--- src/rtl/lsu_pkg.sv ---
// Shared definitions for the load/store unit MEM stage.
// Holds load-type encodings, stall polarity constants and the FSM state type.
package lsu_pkg;

    localparam logic [2:0] LD_LB  = 3'b000;
    localparam logic [2:0] LD_LH  = 3'b001;
    localparam logic [2:0] LD_LW  = 3'b010;
    localparam logic [2:0] LD_LD  = 3'b011;
    localparam logic [2:0] LD_LBU = 3'b100;
    localparam logic [2:0] LD_LHU = 3'b101;
    localparam logic [2:0] LD_LWU = 3'b110;

    localparam logic STOP    = 1'b1;
    localparam logic NO_STOP = 1'b0;

    typedef enum logic [1:0] {
        S_IDLE  = 2'd0,
        S_WAIT  = 2'd1,
        S_DONE  = 2'd2,
        S_DRAIN = 2'd3
    } lsu_state_e;

endpackage

--- src/rtl/mem_stage_lsu_load_align.sv ---
// Combinational load lane select and sign/zero extension.
// Ports: ld_op (load type), offset (byte offset), data (raw word), wdata (result).
module load_align
    import lsu_pkg::*;
#(
    parameter int XLEN = 32
) (
    input  logic [2:0]                ld_op,
    input  logic [$clog2(XLEN/8)-1:0] offset,
    input  logic [XLEN-1:0]           data,
    output logic [XLEN-1:0]           wdata
);

    localparam int OW = $clog2(XLEN/8);

    logic [OW-1:0]   base;
    logic [XLEN-1:0] sh;

    // Misaligned offsets round down to the natural lane of the access size.
    always_comb begin
        base = '0;
        unique case (ld_op)
            LD_LB, LD_LBU: base = offset;
            LD_LH, LD_LHU: base = offset & ~OW'(1);
            LD_LW, LD_LWU: base = offset & ~OW'(3);
            default:       base = '0;
        endcase
    end

    assign sh = data >> {base, 3'b000};

    always_comb begin
        wdata = '0;
        unique case (ld_op)
            LD_LB:  wdata = XLEN'($signed(sh[7:0]));
            LD_LH:  wdata = XLEN'($signed(sh[15:0]));
            LD_LW:  wdata = XLEN'($signed(sh[31:0]));
            LD_LBU: wdata = XLEN'(sh[7:0]);
            LD_LHU: wdata = XLEN'(sh[15:0]);
            LD_LWU: wdata = XLEN'(sh[31:0]);
            LD_LD:  if (XLEN == 64) wdata = sh;
            default: wdata = '0;
        endcase
    end

endmodule

--- src/rtl/mem_stage_lsu.sv ---
// MEM pipeline stage: registers EX result, waits on data memory, aligns loads.
// Ports: clk/rst, stall/flush, ex_* bus in, dmem_* response, wb_* and fwd_* out.
module mem_stage_lsu
    import lsu_pkg::*;
#(
    parameter int XLEN    = 32,
    parameter int RF_AW   = 5,
    parameter int STALL_W = 6,
    parameter int STAGE   = 3
) (
    input  logic               clk,
    input  logic               rst,
    input  logic [STALL_W-1:0] stall,
    input  logic               flush,
    input  logic               ex_valid,
    input  logic [31:0]        ex_pc,
    input  logic [XLEN-1:0]    ex_result,
    input  logic               ex_is_load,
    input  logic [2:0]         ex_ld_op,
    input  logic               ex_rf_we,
    input  logic [RF_AW-1:0]   ex_rf_waddr,
    input  logic               dmem_rvalid,
    input  logic [XLEN-1:0]    dmem_rdata,
    output logic               mem_stallreq,
    output logic               wb_valid,
    output logic [31:0]        wb_pc,
    output logic               wb_rf_we,
    output logic [RF_AW-1:0]   wb_rf_waddr,
    output logic [XLEN-1:0]    wb_rf_wdata,
    output logic               fwd_we,
    output logic [RF_AW-1:0]   fwd_waddr,
    output logic [XLEN-1:0]    fwd_wdata,
    output logic               fwd_load_pending
);

    localparam int OW = $clog2(XLEN/8);

    lsu_state_e state, state_nxt;

    logic             valid_r;
    logic [31:0]      pc_r;
    logic [XLEN-1:0]  result_r;
    logic             is_load_r;
    logic [2:0]       ld_op_r;
    logic             rf_we_r;
    logic [RF_AW-1:0] waddr_r;
    logic [XLEN-1:0]  rdata_r;

    logic            bypass;
    logic            advance;
    logic            bubble;
    logic            next_load;
    logic [XLEN-1:0] ld_raw;
    logic [XLEN-1:0] ld_data;
    logic            unused_stall;

    assign unused_stall = ^stall;

    // A response coinciding with a flush belongs to a killed load.
    assign bypass    = (state == S_WAIT) && dmem_rvalid && !flush;
    assign mem_stallreq = ((state == S_WAIT) && !dmem_rvalid)
                        || (state == S_DRAIN);
    assign next_load = ex_valid && ex_is_load;

    // Our own stall request must hold the outstanding load, never bubble it.
    assign advance = !flush && !mem_stallreq && (stall[STAGE] == NO_STOP);
    assign bubble  = flush || (!mem_stallreq
                   && (stall[STAGE] == STOP)
                   && (stall[STAGE+1] == NO_STOP));

    always_ff @(posedge clk) begin
        if (rst || bubble) begin
            valid_r   <= 1'b0;
            pc_r      <= '0;
            result_r  <= '0;
            is_load_r <= 1'b0;
            ld_op_r   <= '0;
            rf_we_r   <= 1'b0;
            waddr_r   <= '0;
        end else if (advance) begin
            valid_r   <= ex_valid;
            pc_r      <= ex_pc;
            result_r  <= ex_result;
            is_load_r <= ex_is_load;
            ld_op_r   <= ex_ld_op;
            rf_we_r   <= ex_rf_we;
            waddr_r   <= ex_rf_waddr;
        end
    end

    always_ff @(posedge clk) begin
        if (rst) begin
            state   <= S_IDLE;
            rdata_r <= '0;
        end else begin
            state <= state_nxt;
            if (bypass) rdata_r <= dmem_rdata;
        end
    end

    always_comb begin
        state_nxt = state;
        unique case (state)
            S_IDLE: begin
                if (advance && next_load) state_nxt = S_WAIT;
            end
            S_WAIT: begin
                if (flush) begin
                    state_nxt = dmem_rvalid ? S_IDLE : S_DRAIN;
                end else if (dmem_rvalid) begin
                    if (advance)     state_nxt = next_load ? S_WAIT : S_IDLE;
                    else if (bubble) state_nxt = S_IDLE;
                    else             state_nxt = S_DONE;
                end
            end
            S_DONE: begin
                if (bubble)       state_nxt = S_IDLE;
                else if (advance) state_nxt = next_load ? S_WAIT : S_IDLE;
            end
            S_DRAIN: begin
                if (dmem_rvalid) state_nxt = S_IDLE;
            end
            default: state_nxt = S_IDLE;
        endcase
    end

    assign ld_raw = bypass ? dmem_rdata : rdata_r;

    load_align #(.XLEN(XLEN)) u_align (
        .ld_op  (ld_op_r),
        .offset (result_r[OW-1:0]),
        .data   (ld_raw),
        .wdata  (ld_data)
    );

    assign wb_valid    = valid_r
                       && !(is_load_r && (state != S_DONE) && !bypass);
    assign wb_pc       = pc_r;
    assign wb_rf_we    = wb_valid && rf_we_r;
    assign wb_rf_waddr = waddr_r;
    assign wb_rf_wdata = is_load_r ? ld_data : result_r;

    assign fwd_we           = wb_rf_we;
    assign fwd_waddr        = wb_rf_waddr;
    assign fwd_wdata        = wb_rf_wdata;
    assign fwd_load_pending = is_load_r && (state == S_WAIT) && !dmem_rvalid;

    a_rvalid_expected: assert property (
        @(posedge clk) disable iff (rst)
        dmem_rvalid |-> (state == S_WAIT || state == S_DRAIN)
    ) else $error("dmem_rvalid with no load outstanding");

endmodule

--- config.mk ---
export PLATFORM = sky130hd
export DESIGN_NAME = mem_stage_lsu
export DESIGN_NICKNAME = d
export VERILOG_FILES = /design/src/rtl/lsu_pkg.sv /design/src/rtl/mem_stage_lsu_load_align.sv /design/src/rtl/mem_stage_lsu.sv
export SDC_FILE = /design/constraint.sdc
export NUM_CORES = 1
export LEC_CHECK = 0
export BUFFER_PORTS_ARGS = -buffer_cell sky130_fd_sc_hd__buf_2
export CAP_MARGIN = 20
export CORE_MARGIN = 5
export CORE_UTILIZATION = 49
export CTS_BUF_LIST = sky130_fd_sc_hd__clkbuf_8
export DETAILED_ROUTE_END_ITERATION = 10
export PLACE_DENSITY_LB_ADDON = 0.2
export SETUP_SLACK_MARGIN = 0.02
export SYNTH_ARGS = -nofsm -noshare
export SYNTH_HDL_FRONTEND = slang
export SYNTH_SLANG_ARGS = --single-unit
--- constraint.sdc ---
create_clock -name clk -period 2.25 [get_ports clk]
set_clock_uncertainty 0.15 [all_clocks]
set_input_delay 0.1125 -clock clk [delete_from_list [all_inputs] [get_ports clk]]
set_output_delay 0.1125 -clock clk [all_outputs]
set_load 0.05 [all_outputs]
==> run metrics <==
status=finished, violations left; failing checks=negative setup slack; endpoints failing hold=0; wire length of the first global-routing pass=31.8 mm; Max-Cap Viols=0; yosys synthesis warning count=0; cell depth of the worst flop-to-flop path=7; cell repeated most along the worst path=buf_12; worst-path fanout max=6; Area Growth Syn to Fin=75.2%; CP arrival=2.64 ns; Worst R2R End=result_r[21]; CP Launch Type=flop; Total Routed Length=24.9 mm; core box area=10700 um2; Gate Count Post-Synth=661; Mapped Area=5310 um2; drt via density=5.72; Mean Syn Cell Area=8.03 um2; initial antenna violation count=0; min setup slack post-route=-0.648 ns; IO Count=228; die width=114 um; port buffer count=223; Largest stage delay, worst path=0.35 ns; number of global-route vias before repair=6215; Area contributors post-synth=dfxtp_1, mux2i_1, nand2_1; Finished Layout Cells=1125; Max Freq=0.345 GHz; Final min period=2.90 ns; PwrDens=412 nW/um2; cts bufs inserted=9; drt pass-1 iters=5; CP Capture Type=output port; CTS tree=built; Seq cells post-synth=109; hold path start=stall[3]; most common cell in the netlist=nand2_1; Hold Path End=state[0]; data required time at the worst endpoint=1.99 ns; WHS Path Cells=4; post-synth top area cell=dfxtp_1; crit path cell chain=and4bb_4, buf_12, buf_12, mux2i_4, mux2i_2, buf_4, a21oi_1, nand2_2, buf_6; synth unique cells=38; Synth top cells by count=nand2_1, dfxtp_1, a21oi_1; clk_lat worst skew=0.38 ns; Die Area=13000 um2; Layout Nets=1097; H-tree depth=3; antenna diode count=0; drt drc=0; endpoints failing setup=64; Final ANT Viol Nets=0; Syn Nets=778; initial detailed-routing violation count=531; Initial Utilization=0.494; post-synth top area share=0.411; Post-synth ARST share=0; min-delay worst type=input port to flop; GP Congestion=0.891; # clock sinks=109; Final Cycle Share=1.29; hold_ws=0.0259 ns; worst-margin pin slew=0.522 ns; RSZ-0062 raised after global routing=true; fin. max-slew vios=0; ys flop type=dfxtp_1; placed insts=988; drt wl/cell=22.1 um; Crit Path Category=flop to output port; largest net degree at the start of global routing=47; Clock transition at path regs=0.10 ns; sequential share of the synthesized area=0.411; R2R Setup Slk=0.12 ns; layout cells sized above 1=0.421; CTS root buf=clkbuf_8; fillers=528; gr usage total=0.309; register area=2190 um2; CP max stage cell=and4bb_4; number of synthesized flops with an enable pin=0; Multi-input gate area=3440 um2; r2r startpoint=state[1]; VDD IR max=0.347 mV; gr ovfl total=0; setup tns final=-29.21 ns; Cell Rows=38; Die H=114 um; Via Count=6431; Detail Placement HPWL=12.1 mm; Pleak=3.79 nW; Max Buffers Root-to-Sink=2; Slew HR=0.652
## power breakdown
part	internal (mW)	switching, mW
Clock	0.389	0.701
Combinational	0.339	0.427
Sequential	1.96	0.0190
Total	2.68	1.15
## cell families after synthesis
| logic type | share of synthesized area |
|---|---|
| muxes | 0.133 |
| AOI/OAI and AO/OA | 0.132 |
| DFF | 0.411 |
| and+or+nand+nor | 0.212 |
| buffers and inverters | 0.112 |
## registers in the layout, indices dropped and copies added (netlist names)
| name | flops |
|---|---|
| valid_r | 1 |
| ld_op_r | 3 |
| fwd_waddr | 5 |
| state | 2 |
| rdata_r | 32 |
| wb_pc | 32 |
| is_load_r | 1 |
| rf_we_r | 1 |
| result_r | 32 |
## worst max-delay path, delay by kind of cell (launching register included)
family	cells	cell delay (ns)
and+or+nand+nor	2	0.50
muxes	2	0.42
buffers and inverters	4	0.65
DFF	1	0.33
AOI/OAI and AO/OA	1	0.35
## per-layer routing
metal | track usage | vias to the layer above | part of all wire
met5 | 0 | - | 0
met4 | 0.136 | 0 | 0.078
met3 | 0.0740 | 164 | 0.092
met2 | 0.543 | 512 | 0.48
met1 | 0.357 | 2956 | 0.34
li1 | - | 2799 | -
## worst max path at each step
stage	start	slack, ns	end	depth (start not counted)
after floorplan	result_r[1]	-0.34	wb_rf_wdata[10]	8
after global placement	state[1]	-0.10	wb_rf_wdata[0]	9
after detailed placement	state[1]	-0.12	wb_rf_wdata[0]	9
after CTS	state[1]	-0.43	wb_rf_wdata[0]	9
after global routing	state[1]	-0.68	fwd_wdata[20]	9
final	state[1]	-0.65	fwd_wdata[20]	9
## cells in the final DEF, fill, tap and decap left out, types with 5 or more instances in the layout
master / Yosys / final
nand2_2: 0 / 10
buf_2: 18 / 159
dlygate4sd3_1: 0 / 100
nand3_2: 0 / 5
nand3_4: 0 / 7
buf_6: 4 / 69
mux2i_1: 66 / 20
clkbuf_8: 0 / 9
buf_12: 0 / 11
o22ai_4: 0 / 6
dfxtp_1: 109 / 106
nand2b_1: 13 / 12
nor2b_1: 14 / 12
o221ai_4: 0 / 7
nor2_1: 35 / 35
mux2i_2: 0 / 10
buf_4: 41 / 46
mux2i_4: 1 / 37
a21oi_1: 85 / 82
buf_8: 0 / 7
nand2_1: 176 / 165
inv_1: 18 / 20
## final cells by class
cell class                      count  area share
Clock buffer                        9      0.0133
Inverter                           18     0.00727
Timing Repair Buffer              393       0.352
Multi-Input combinational cell    449       0.370
Clock inverter                      7     0.00377
Tap cell                          140      0.0188
Sequential cell                   109       0.235
## stage by stage
stage / area (um2) / setup slack, ns / utilization / total power [mW]
5_1_grt: 9300 / -0.681 / 0.865 / 3.94
3_5_place_dp: 6720 / -0.123 / 0.625 / 2.51
6_report: 9300 / -0.648 / 0.865 / 3.83
3_3_place_gp: 6720 / -0.102 / 0.625 / 2.51
4_1_cts: 8710 / -0.428 / 0.811 / 3.71
2_1_floorplan: 5530 / -0.338 / - / 2.33
## what timing repair did
| action | CTS | global route |
|---|---|---|
| setup buffers | 8 | 12 |
| hold buffers | 100 | 0 |
| pin swaps | 7 | 12 |
| resized for setup | 189 | 88 |
| gates cloned | 2 | 1 |
| endpoints found under the setup margin | 64 | 66 |
| endpoints found under the hold margin | 99 | 0 |
Note: power is estimated with default switching activity, not from simulation.
